## config.mk

```make
export PLATFORM = sky130hd
export DESIGN_NAME = inagu
export DESIGN_NICKNAME = d
export VERILOG_FILES = /design/src/rtl/inagu.sv
export SDC_FILE = /design/constraint.sdc
export NUM_CORES = 1
export LEC_CHECK = 0
export CELL_PAD_IN_SITES_DETAIL_PLACEMENT = 1
export CELL_PAD_IN_SITES_GLOBAL_PLACEMENT = 2
export CORE_ASPECT_RATIO = 1.5
export CORE_MARGIN = 2
export CORE_UTILIZATION = 35
export CTS_BUF_LIST = sky130_fd_sc_hd__clkbuf_2
export CTS_CLUSTER_DIAMETER = 80
export DETAILED_ROUTE_END_ITERATION = 7
export DONT_BUFFER_PORTS = 1
export PLACE_DENSITY = 0.88
export SETUP_SLACK_MARGIN = 0.02
export SLEW_MARGIN = 20
export SYNTH_ARGS = -nofsm -noshare
export SYNTH_HDL_FRONTEND = slang
export SYNTH_SLANG_ARGS = --single-unit
```

## constraint.sdc

```tcl
create_clock -name clk -period 3.1 [get_ports clk]
set_input_delay 0.93 -clock clk [delete_from_list [all_inputs] [get_ports clk]]
set_output_delay 0.93 -clock clk [all_outputs]
set_load 0.005 [all_outputs]
```

## src/rtl/inagu.sv

```systemverilog
// Input-memory address generator: walks a two-level nested loop (inner stride, outer jump)
// and presents one read address per consumed cycle, ending with a one-cycle done pulse.
module inagu #(
  parameter int BDBANKA = 15,
  parameter int BCNT    = 8
) (
  input  logic               clk,
  input  logic               rst_n,
  input  logic               start,
  input  logic               stall,
  input  logic [BDBANKA-1:0] baseaddr,
  input  logic [BCNT-1:0]    ilength,
  input  logic [BDBANKA-1:0] istride,
  input  logic [BCNT-1:0]    olength,
  input  logic [BDBANKA-1:0] ojump,
  output logic [BDBANKA-1:0] addrout,
  output logic               valid,
  output logic               busy,
  output logic               done
);

  // Handshake: addrout is offered while valid=1; the consumer takes it in any cycle
  // with valid=1 and stall=0, and everything holds while stall=1.
  typedef enum logic {IDLE = 1'b0, RUN = 1'b1} state_t;

  state_t             state_q, state_d;
  logic [BDBANKA-1:0] addr_q, addr_d;
  logic [BCNT-1:0]    icnt_q, icnt_d;
  logic [BCNT-1:0]    ocnt_q, ocnt_d;
  logic [BCNT-1:0]    ilen_q, ilen_d;
  logic [BDBANKA-1:0] istride_q, istride_d;
  logic [BDBANKA-1:0] ojump_q, ojump_d;
  logic               done_q, done_d;

  always_ff @(posedge clk or negedge rst_n) begin
    if (!rst_n) begin
      state_q   <= IDLE;
      addr_q    <= '0;
      icnt_q    <= '0;
      ocnt_q    <= '0;
      ilen_q    <= '0;
      istride_q <= '0;
      ojump_q   <= '0;
      done_q    <= 1'b0;
    end else begin
      state_q   <= state_d;
      addr_q    <= addr_d;
      icnt_q    <= icnt_d;
      ocnt_q    <= ocnt_d;
      ilen_q    <= ilen_d;
      istride_q <= istride_d;
      ojump_q   <= ojump_d;
      done_q    <= done_d;
    end
  end

  always_comb begin
    state_d   = state_q;
    addr_d    = addr_q;
    icnt_d    = icnt_q;
    ocnt_d    = ocnt_q;
    ilen_d    = ilen_q;
    istride_d = istride_q;
    ojump_d   = ojump_q;
    done_d    = 1'b0;
    case (state_q)
      IDLE: begin
        if (start) begin
          ilen_d    = ilength;
          istride_d = istride;
          ojump_d   = ojump;
          addr_d    = baseaddr;
          icnt_d    = ilength;
          ocnt_d    = olength;
          state_d   = RUN;
        end
      end
      RUN: begin
        if (!stall) begin
          if (icnt_q != '0) begin
            addr_d = addr_q + istride_q;
            icnt_d = icnt_q - 1'b1;
          end else if (ocnt_q != '0) begin
            // Inner loop wrapped: the outer jump replaces the stride for this step.
            addr_d = addr_q + ojump_q;
            icnt_d = ilen_q;
            ocnt_d = ocnt_q - 1'b1;
          end else begin
            state_d = IDLE;
            done_d  = 1'b1;
          end
        end
      end
      default: state_d = IDLE;
    endcase
  end

  assign addrout = addr_q;
  assign valid   = (state_q == RUN);
  assign busy    = (state_q == RUN);
  assign done    = done_q;

endmodule

```

==> results.json <==
{
  "outcome": "complete, but fails checks",
  "violations": "setup timing",
  "io_pins": 83,
  "end_kind": "flop",
  "tightest_slew_ns": 1.059,
  "design_area_mm2": 0.005106,
  "critPathArrivalTime_ns": 3.66,
  "syn_inst": 521,
  "synth-seq-area-share_pct": 42.35,
  "clk_path_buf_depth": 2,
  "finClkSkew_ns": 0.03944,
  "regArea_mm2": 0.001778,
  "syn_area_per_cell_um2": 8.052,
  "cp_top_family": "simple AND/OR/NAND/NOR gates",
  "grt_pass1_vias": 4262,
  "final_core_util_pct": 43.15,
  "maxCapViolations": 0,
  "final_common_cell": "nand2_1",
  "routed_wl_um": 13860,
  "total_power_uw": 4051,
  "nFillCells": 1442,
  "synth_flop_cell": "dfrtp_1",
  "synth_fp_nets": 606,
  "synth_edf_count": 0,
  "wl_met1_um": 5345,
  "synth.distinct_cells": 54,
  "slowest_stage": "dfrtp_1",
  "cp.buffers_inverters": 4,
  "route.detailed.drc": 0,
  "fmax_ghz": 0.3146,
  "cts_tree": "built",
  "powerDensity_mw_per_mm2": 793.4,
  "post-route-period-util_pct": 102.5,
  "netlist_area_mm2": 0.004195,
  "wl_met2_um": 7464,
  "crit_required_ns": 3.58,
  "critical_path_class": "reg2reg",
  "setup_ws_ns": -0.07846,
  "worstSkewPairLatency_ns": 0.55,
  "gp_congestion": 0.8558,
  "area_growth_pct": 21.71,
  "setup_tns_ns": -0.1897,
  "io_buffers": 0,
  "synth-async-reset-ratio_pct": 100.0,
  "ir_drop_uv": 288.4,
  "detail-route-antenna-nets": 0,
  "rsz0062_at_grt": "yes",
  "dr.pass1.iters": 4,
  "slew_viol_final": 0,
  "placed_cell_area_mm2": 0.004521,
  "multiInputGateArea_mm2": 0.002600,
  "path_cells": "inv_2 > ha_4 > or3b_4 > nor2_4 > buf_6 > buf_8 > nand2_4 > nand2_4 > ha_4 > and2_4 > a221o_1 > a41oi_4 > buf_4 > o21ai_2 > mux2_2 > nand3_1",
  "overflow": 0,
  "viasPerCell": 5.565,
  "antenna_found_initial": 1,
  "grt_pass1_wl_um": 21020,
  "slowest_delay_ns": 0.45,
  "drt-wirelength-per-cell_um": 19.52,
  "dp_hpwl_um": 9326,
  "grt_max_degree": 66,
  "drtIter0Drc": 154,
  "path_max_fanout": 6,
  "clock-sinks": 71,
  "h-tree-depth": 3,
  "hold_class": "in2async",
  "top_layer": "met4",
  "dieArea_mm2": 0.01290,
  "start_kind": "flop",
  "coreArea_mm2": 0.01183,
  "die_w_um": 93.39,
  "layout-drive-gt1-share_pct": 21.58,
  "root_buffer": "clkbuf_2",
  "layout_min_cycle_time_ns": 3.178,
  "p_leak_uw": 0.002403,
  "start_util_pct": 35.46,
  "num_vias": 3951,
  "numCtsBuffers": 9,
  "synth_seq_cells": 71,
  "relSlewSlack_pct": 28.65,
  "final_cell_mix": "nand2_1, dfrtp_1, buf_4",
  "nets": 636,
  "holdWs_ns": 0.05745,
  "hold_viol": 0,
  "track_usage_pct": 20.52,
  "wl_met3_um": 656,
  "yosys_warnings": 0,
  "die_y_um": 138.1,
  "setup_viol": 5,
  "cts.reportedPaths.clkPinSlew_ns": 0.19,
  "num_rows": 49
}
[final timing paths]
check / from / endpoint / slack [ns] / depth (start not counted)
min in group clk: stall / done$_DFF_PN0_ / 0.45 / 1
worst min-delay path: rst_n / ocnt_q[0]$_DFFE_PN0P_ / 0.06 / 0
worst max-delay path: icnt_q[1]$_DFFE_PN0P_ / addrout[11]$_DFFE_PN0P_ / -0.08 / 16
max in group asynchronous: rst_n / addrout[10]$_DFFE_PN0P_ / 2.04 / 1
worst max register to register: icnt_q[1]$_DFFE_PN0P_ / addrout[11]$_DFFE_PN0P_ / -0.08 / 16
worst min register to register: istride_q[3]$_DFFE_PN0P_ / istride_q[3]$_DFFE_PN0P_ / 0.50 / 2
[flip-flops by register name (all words and copies together), names as in the netlist]
register,flops
ojump_q,15
ocnt_q,8
istride_q,15
done,1
icnt_q,8
busy,1
addrout,15
ilen_q,8
[kinds of logic (layout without fill, tap and decap cells)]
| group | after synthesis | after routing | share of synthesized area, % |
|---|---|---|---|
| xor+xnor | 9 | 9 | 1.879 |
| other cells | 0 | 1 | 0 |
| fa+ha+maj | 20 | 20 | 6.144 |
| mux | 11 | 11 | 2.654 |
| compound gates | 105 | 105 | 15.63 |
| buf+inv | 39 | 74 | 3.788 |
| simple gates | 266 | 266 | 27.56 |
| flops | 71 | 71 | 42.35 |
[worst register-to-register path: cells and delay by family, from the launching register on]
family	cells	cell delay (ns)
AND/OR/NAND/NOR	6	0.90
AO/OA/AOI/OAI	3	0.67
buffers and inverters	4	0.50
flip-flops	1	0.45
adder cells (fa/ha/maj)	2	0.35
multiplexers	1	0.27
[layer usage]
metal | track usage (%) | up-vias
met3 | 4.850 | 26
li1 | - | 1847
met1 | 23.26 | 1986
met2 | 36.54 | 92
met5 | 0 | -
met4 | 7.972 | 0
[cells in the mapped netlist (6+ instances only)]
cell / n / area [um2]
nand2_1: 186 / 698.2
dfrtp_1: 71 / 1777
o21ai_0: 32 / 160.2
a21oi_1: 28 / 140.1
nor2_1: 20 / 75.07
clkbuf_1: 19 / 71.32
ha_1: 19 / 237.7
nand3_1: 15 / 75.07
inv_1: 10 / 37.54
mux2i_1: 10 / 100.1
xnor2_1: 8 / 70.07
buf_2: 7 / 35.03
nand4_1: 7 / 43.79
o22ai_1: 7 / 43.79
a31oi_1: 6 / 37.54
nor2b_1: 6 / 37.54
nor3_1: 6 / 30.03
[final cells by class]
class,count,area share [%]
timing repair buffer,48,7.694
inverter,10,0.7351
antenna,1,0.04901
clock inverter,5,0.9556
sequential,71,34.82
multi-input combinational,411,50.92
tap,153,3.749
clock buffer,11,1.078
[where the power goes]
group | total (uW) | leakage [uW] | internal [uW] | switching, uW
clock | 529 | 0.0000731 | 186 | 342
combinational | 2080 | 0.00145 | 1050 | 1040
sequential | 1440 | 0.000880 | 1140 | 296
[stage by stage]
step | setup WS (ns) | instances
after detailed placement | -0.1473 | 672
after floorplan | -0.01115 | 521
after global routing | -0.1695 | 710
after global placement | 0.06102 | 672
final | -0.07846 | 710
after CTS | -0.08574 | 695
[timing repair]
action,CTS,global route
hold buffers,1,1
cloned,0,1
setup buffers,6,15
endpoints found under the setup margin,7,9
pin swaps,12,20
resized for setup,17,46
endpoints found under the hold margin,7,1
(Power assumes the default switching activity.)
